`config.mk`:
```
export PLATFORM = sky130hd
export DESIGN_NAME = polar_msg_framer
export DESIGN_NICKNAME = d
export VERILOG_FILES = /design/src/rtl/polar_msg_framer.sv
export SDC_FILE = /design/constraint.sdc
export NUM_CORES = 1
export LEC_CHECK = 0
export CAP_MARGIN = 20
export CELL_PAD_IN_SITES_DETAIL_PLACEMENT = 1
export CELL_PAD_IN_SITES_GLOBAL_PLACEMENT = 1
export CORE_MARGIN = 2
export CORE_UTILIZATION = 37
export CTS_CLUSTER_DIAMETER = 50
export DETAILED_ROUTE_END_ITERATION = 6
export PLACE_DENSITY_LB_ADDON = 0.25
export SYNTH_ARGS = -nofsm -noshare
export SYNTH_HDL_FRONTEND = slang
export SYNTH_SLANG_ARGS = --single-unit
```
`constraint.sdc`:
```
create_clock -name clk -period 2.5 [get_ports clk]
set_input_delay 0.625 -clock clk [delete_from_list [all_inputs] [get_ports clk]]
set_output_delay 0.625 -clock clk [all_outputs]
set_load 0.03 [all_outputs]
```
`src/rtl/polar_msg_framer.sv`:
```
// Serial message framer for a length-8 polar code.
// Collects K message bits into infor_o and the matching golden u-vector.
module polar_msg_framer #(
    parameter int N = 8,
    parameter int K = 4
) (
    input  logic         clk,
    input  logic         rst_n,
    input  logic         bit_i,
    input  logic         bit_valid_i,
    output logic         bit_ready_o,
    input  logic         abort_i,
    output logic [0:K-1] infor_o,
    output logic [0:N-1] ref_u_o,
    output logic         frame_valid_o,
    input  logic         frame_ready_i,
    output logic [7:0]   frame_cnt_o
);

    typedef enum logic [1:0] {
        IDLE    = 2'd0,
        COLLECT = 2'd1,
        HOLD    = 2'd2
    } state_e;

    state_e       state_q, state_d;
    logic [2:0]   cnt_q, cnt_d;
    logic [0:K-1] infor_q, infor_d;
    logic [0:N-1] ref_u_q, ref_u_d;
    logic [7:0]   fcnt_q, fcnt_d;

    // Information set of the length-8 code: the K most reliable positions.
    function automatic int info_pos(int j);
        if (K == 4) begin
            return (j == 0) ? 3 : 4 + j;
        end
        return N - K + j;
    endfunction

    // Next-state: bit collection, abort, and frame hand-off
    always_comb begin
        state_d = state_q;
        cnt_d   = cnt_q;
        infor_d = infor_q;
        fcnt_d  = fcnt_q;
        unique case (state_q)
            IDLE, COLLECT: begin
                if (abort_i) begin
                    state_d = IDLE;
                    cnt_d   = '0;
                end else if (bit_valid_i) begin
                    for (int j = 0; j < K; j++) begin
                        if (cnt_q == 3'(j)) begin
                            infor_d[j] = bit_i;
                        end
                    end
                    cnt_d   = cnt_q + 3'd1;
                    state_d = (cnt_d == 3'(K)) ? HOLD : COLLECT;
                end
            end
            HOLD: begin
                if (frame_ready_i) begin
                    state_d = IDLE;
                    cnt_d   = '0;
                    fcnt_d  = fcnt_q + 8'd1;
                end
            end
            default: begin
                state_d = IDLE;
                cnt_d   = '0;
            end
        endcase
    end

    // Scatter the message onto its information positions; frozen bits stay 0
    always_comb begin
        ref_u_d = '0;
        for (int p = 0; p < N; p++) begin
            for (int j = 0; j < K; j++) begin
                if (info_pos(j) == p) begin
                    ref_u_d[p] = infor_d[j];
                end
            end
        end
    end

    // State and output registers
    always_ff @(posedge clk or negedge rst_n) begin
        if (!rst_n) begin
            state_q <= IDLE;
            cnt_q   <= '0;
            infor_q <= '0;
            ref_u_q <= '0;
            fcnt_q  <= '0;
        end else begin
            state_q <= state_d;
            cnt_q   <= cnt_d;
            infor_q <= infor_d;
            ref_u_q <= ref_u_d;
            fcnt_q  <= fcnt_d;
        end
    end

    assign bit_ready_o   = (state_q != HOLD);
    assign frame_valid_o = (state_q == HOLD);
    assign infor_o       = infor_q;
    assign ref_u_o       = ref_u_q;
    assign frame_cnt_o   = fcnt_q;

endmodule

```
==> flow_summary.json, run 1 <==
{
  "comb_power_share_pct": 46.9,
  "crit_path_start_kind": "register",
  "synth_edf_count": 0,
  "insertion_delay_ps": 290,
  "rsz0062_at_grt": "false",
  "max-clock-path-buffers": 2,
  "drc_errors": 0,
  "numClockSinks": 17,
  "vias": 608,
  "postCtsSetupBuffers": 0,
  "yosys-top-cells-count": "dfrtp_1, buf_4, xnor2_1, ha_1, nand2_1",
  "crit_start": "state_q[1]$_DFFE_PN0P_",
  "avgSynthCellArea_sq_um": 11.7,
  "synthTopCellsByArea": "dfrtp_1, ha_1, xnor2_1",
  "tns_ps": 0,
  "antenna_found_initial": 0,
  "grt_pass1_wl_mm": 2.97,
  "numPortBuffers": 23,
  "wl_mm": 1.71,
  "die_w_um": 53.3,
  "path_cells": "nand2b_2 > inv_2 > clkdlybuf4s50_1",
  "synth-main-ff-cell": "dfrtp_1",
  "crit_type": "reg2out",
  "min_from": "frame_cnt_o[7]$_DFFE_PN0P_",
  "syn2layout_area_growth_pct": 28.0,
  "initial_utilization_pct": 39.9,
  "drt_iter0_markers": 6,
  "grt.overflow.total": 0,
  "synth_top_area_cell": "dfrtp_1",
  "fmax_ghz": 0.427,
  "cts_root_buffer": "clkbuf_4",
  "wire_per_inst_um": 13.4,
  "drtPass1Iterations": 3,
  "clk_pin_slew_ps": 100,
  "use_met2_pct": 22.4,
  "clockPowerShare_pct": 14.7,
  "finalCritPeriodShare_pct": 93.6,
  "worst_ep_arrival_time_ps": 1720,
  "drt-vias-per-instance": 4.75,
  "cts_tree": "yes",
  "p_leak_nw": 0.514,
  "drv_cap": 0,
  "rr_worst_depth": 4,
  "cp.required_ps": 1880,
  "synth_top_area_share_pct": 47.3,
  "synth_most_common_cell": "dfrtp_1",
  "r2r-end": "ref_u_o[7]$_DFFE_PN0P_",
  "final_max_slew_viol_count": 0,
  "crit_path_end": "frame_valid_o",
  "grt_usage_pct": 15.0,
  "synthArstFlopShare_pct": 100,
  "coreArea_sq_um": 2250,
  "grt.busiest_layer": "met2",
  "num_rows": 17,
  "swShare_pct": 40.4,
  "cts_hold_buf": 0,
  "yosysWarningCount": 0,
  "finClkSkew_ps": 3.50,
  "seqPwrFrac_pct": 38.4,
  "cts_resized": 0,
  "fin_crit_ps": 2340,
  "h-tree-depth": 1,
  "io_pins": 28,
  "grtUsageMet3_pct": 3.67,
  "layout-drive-gt1-share_pct": 15.0,
  "r2r_slack_ps": 1070,
  "antenna_cells": 0,
  "synth.distinct_cells": 23,
  "status": "complete, no violations",
  "pwr_density_cell_nw_per_um2": 887,
  "synth_seq_cells": 17,
  "cts_buffers": 3,
  "critPathMaxFanout": 8,
  "finalHoldViolCount": 0,
  "nets": 113,
  "p_switching_mw": 0.413,
  "chipHeight_um": 53.3,
  "synthesis.area_sq_um": 900,
  "cp_slowest_cell": "clkdlybuf4s50_1",
  "grt_max_degree": 18,
  "drtAntennaViolNets": 0,
  "finalSetupViolations": 0,
  "hold_path_class": "reg2reg",
  "critPathMaxStageDelay_ps": 660,
  "syn_inst": 77,
  "cp-end-kind": "output port",
  "dieArea_sq_um": 2840,
  "grt_pass1_vias": 639,
  "irDropWorstVdd_uv": 437,
  "p_int_mw": 0.609,
  "gr-usage-met1_pct": 19.7,
  "dp_hpwl_mm": 1.34,
  "total_power_mw": 1.02,
  "reg2reg_from": "cnt_q[0]$_DFFE_PN0P_",
  "synth-seq-area-share_pct": 47.3,
  "gp_congestion": 0.809
}
[power by group through the flow]
stage | Combinational, mW | Sequential, mW | Clock, mW
2_1_floorplan | 0.235 | 0.483 | 0
3_3_place_gp | 0.476 | 0.393 | 0
3_5_place_dp | 0.485 | 0.401 | 0
4_1_cts | 0.486 | 0.395 | 0.162
5_1_grt | 0.515 | 0.403 | 0.173
6_report | 0.479 | 0.393 | 0.150
[kinds of logic after synthesis]
group                    count (synthesis)  synth area share (%)
other                                    1                 0.417
multiplexers                             9                  11.8
buffers and inverters                   13                  8.76
AND/OR/NAND/NOR                         22                  14.2
adder cells (fa/ha/maj)                  6                  8.34
XOR/XNOR                                 7                  6.82
AO/OA/AOI/OAI                            2                  2.36
flip-flops                              17                  47.3
[sequential cells by signal, summed over array words and instances, names as in the netlist]
signal,cells
cnt_q,3
frame_cnt_o,8
ref_u_o,4
state_q,2
[worst min-delay path by stage]
stage | to | cells past startpoint
6_report | frame_cnt_o[7]$_DFFE_PN0P_ | 1
5_1_grt | frame_cnt_o[7]$_DFFE_PN0P_ | 1
3_3_place_gp | frame_cnt_o[7]$_DFFE_PN0P_ | 1
4_1_cts | frame_cnt_o[7]$_DFFE_PN0P_ | 1
3_5_place_dp | frame_cnt_o[7]$_DFFE_PN0P_ | 1
2_1_floorplan | cnt_q[0]$_DFFE_PN0P_ | 0
[critical path, delay by kind of cell (launching register included)]
kind                   cells  cell delay (ps)
flip-flops                 1              520
buffers and inverters      2              750
AND/OR/NAND/NOR            1              150
[layout by cell type, fill, tap and decap left out]
cell type and instances:
mux2i_1 2, dfrtp_1 17, o21ai_0 1, inv_2 1, nand3_1 3, nor3_1 3, clkinv_2 1, mux2_2 4
o32ai_2 1, clkdlybuf4s50_1 23, nand2b_2 1, and4b_1 1, nand4_1 3, ha_1 6, and3_1 1, and2_1 2
mux2_4 2, nor2_1 1, xnor2_1 7, conb_1 4, mux2_1 1, nand2_1 6, clkbuf_4 3, buf_4 1
inv_1 4, nor4b_2 1
[through the flow]
step | util, % | hold WS (ps) | worst slack, ps | cells | cell area [sq um]
2_1_floorplan | - | 329 | 1020 | 80 | 911
3_3_place_gp | 49.8 | 461 | 410 | 124 | 1120
3_5_place_dp | 49.8 | 475 | 393 | 124 | 1120
4_1_cts | 51.1 | 490 | 135 | 128 | 1150
5_1_grt | 51.1 | 510 | 36.5 | 128 | 1150
6_report | 51.1 | 478 | 159 | 128 | 1150
[final cells by class]
cell class | count | area (sq um)
Clock buffer | 3 | 22.5
Fill cell | 260 | 1100
Inverter | 5 | 18.8
Clock inverter | 1 | 5.00
Sequential cell | 17 | 425
Multi-Input combinational cell | 50 | 407
Tap cell | 28 | 35.0
Timing Repair Buffer | 24 | 238
[per-layer routing]
layer	wire length (um)	vias up
met5	0	-
met4	35	0
met3	99	4
met2	797	23
met1	778	286
li1	-	295
Note: power is estimated with default switching activity, not from simulation.
==> run 2: changes to the inputs <==
HOLD_SLACK_MARGIN = 0.05   (was not set)
==> results of run 2 <==
Final layout, timing and power as in run 1 (identical DEF).
==> run 3: changes to the inputs <==
RECOVER_POWER = 50   (was not set)
==> run 3 against run 2 <==
  * Largest cell class unchanged
  * Final cell count stayed put
  * Sequential share of layout area is 0.12 points higher
  * Core utilization is 0.17 points lower
  * First-iteration DRC count stayed put
==> flow_summary.json, run 3 (synthesized netlist as in run 1, its figures left out) <==
{
  "worst_slack_ps": 159,
  "rsz0062_at_grt": "false",
  "critPathMaxFanout": 8,
  "drtAntennaViolNets": 0,
  "grt_pass1_vias": 639,
  "p_leak_nw": 0.511,
  "finClkSkew_ps": 3.50,
  "worst_pin_slew_ps": 921,
  "tns_ps": 0,
  "largest_register_ffs": 8,
  "wire_per_inst_um": 13.3,
  "cts_buffers": 3,
  "wl_mm": 1.71,
  "finalHoldViolCount": 0,
  "max_slew_margin_pct": 38.6,
  "drv_cap": 0,
  "num_rows": 17,
  "drt-vias-per-instance": 4.75,
  "io_pins": 28,
  "initial_utilization_pct": 39.9,
  "fin_area_sq_um": 1150,
  "vias": 608,
  "fmax_ghz": 0.427,
  "drtPass1Iterations": 3,
  "critPathMaxStageDelay_ps": 660,
  "die_w_um": 53.3,
  "cts_tree": "yes",
  "critical_path.top_delay_family": "buffers and inverters",
  "fillers": 261,
  "path_cells": "nand2b_2 > inv_2 > clkdlybuf4s50_1",
  "layout-drive-gt1-share_pct": 14.0,
  "cp_num_buf_inv": 2,
  "nets": 113,
  "antenna_found_initial": 0,
  "grt_max_degree": 18,
  "final_cell_mix": "clkdlybuf4s50_1, dfrtp_1, xnor2_1",
  "finalSetupViolations": 0,
  "status": "complete, no violations",
  "dp_hpwl_mm": 1.34,
  "cts_root_buffer": "clkbuf_4",
  "finalCritPeriodShare_pct": 93.6,
  "chipHeight_um": 53.3,
  "final_common_cell": "clkdlybuf4s50_1",
  "h-tree-depth": 1,
  "layout.cells.non_filler": 128,
  "cts_resized": 0,
  "gp_congestion": 0.809,
  "grt.overflow.total": 0,
  "max-clock-path-buffers": 2,
  "drc_errors": 0,
  "dpl_cell_area_sq_um": 1120,
  "total_power_mw": 1.02,
  "crit_path_start_kind": "register",
  "coreArea_sq_um": 2250,
  "pwr_density_cell_nw_per_um2": 889,
  "dieArea_sq_um": 2840,
  "worst_ep_arrival_time_ps": 1720,
  "cp.required_ps": 1880,
  "insertion_delay_ps": 290,
  "irDropWorstVdd_uv": 437,
  "hold_path_class": "reg2reg",
  "antenna_cells": 0,
  "grt_pass1_wl_mm": 2.97,
  "postCtsSetupBuffers": 0,
  "crit_type": "reg2out",
  "dpl.cell_count": 124,
  "grt_usage_pct": 15.0,
  "fin_crit_ps": 2340,
  "final_max_slew_viol_count": 0,
  "clk_pin_slew_ps": 100,
  "pre_cts_ws_ps": 393,
  "cts_hold_buf": 0,
  "numPortBuffers": 23,
  "cp_slowest_cell": "clkdlybuf4s50_1",
  "drt_iter0_markers": 6,
  "syn2layout_area_growth_pct": 27.5,
  "cp-end-kind": "output port",
  "numClockSinks": 17
}
run 3: layout make-up:
| type | count | area, sq um | share of cell area (%) |
|---|---|---|---|
| clock buffer | 3 | 22.5 | 1.96 |
| clock inverter | 1 | 5.00 | 0.436 |
| inverter | 5 | 18.8 | 1.64 |
| multi-input combinational | 50 | 407 | 35.4 |
| sequential | 17 | 425 | 37.1 |
| tap | 28 | 35.0 | 3.05 |
| timing repair buffer | 24 | 234 | 20.4 |
run 3: final timing paths:
kind	from	endpoint	slack, ps	cells after the start
worst min register to register	frame_cnt_o[7]$_DFFE_PN0P_	frame_cnt_o[7]$_DFFE_PN0P_	480	1
worst max-delay path	state_q[1]$_DFFE_PN0P_	frame_valid_o	160	3
worst max register to register	cnt_q[0]$_DFFE_PN0P_	ref_u_o[7]$_DFFE_PN0P_	1070	4
max in group asynchronous	rst_n	frame_cnt_o[1]$_DFFE_PN0P_	970	2
min in group asynchronous	rst_n	ref_u_o[3]$_DFFE_PN0P_	970	2
worst min-delay path	frame_cnt_o[7]$_DFFE_PN0P_	frame_cnt_o[7]$_DFFE_PN0P_	480	1
run 3: per-stage QoR:
stage	utilization, %	hold slack (ps)
2_1_floorplan	-	329
3_3_place_gp	49.8	461
3_5_place_dp	49.8	475
4_1_cts	51.1	490
5_1_grt	50.9	510
6_report	50.9	478
run 3: power breakdown:
| part | switching, mW | leakage, nW | internal (mW) | total [mW] |
|---|---|---|---|---|
| Clock | 0.0905 | 0.0177 | 0.0595 | 0.150 |
| Combinational | 0.266 | 0.269 | 0.211 | 0.477 |
| Sequential | 0.0567 | 0.224 | 0.336 | 0.393 |
| Total | 0.413 | 0.511 | 0.607 | 1.02 |
run 3: per-layer routing:
layer | share of wire (%) | wire (um) | track usage (%) | up-vias
met5 | 0 | 0 | 0 | -
met4 | 2.0 | 35 | 7.69 | 0
met3 | 6.1 | 104 | 3.67 | 4
met2 | 47 | 797 | 22.4 | 23
met1 | 45 | 771 | 19.7 | 286
li1 | - | - | - | 295
run 3: worst reg2reg max path: stages, from the launching register on:
cell and delay [ps]:
dfrtp_1 440, ha_1 240, ha_1 190, nand3_1 100, mux2_2 340
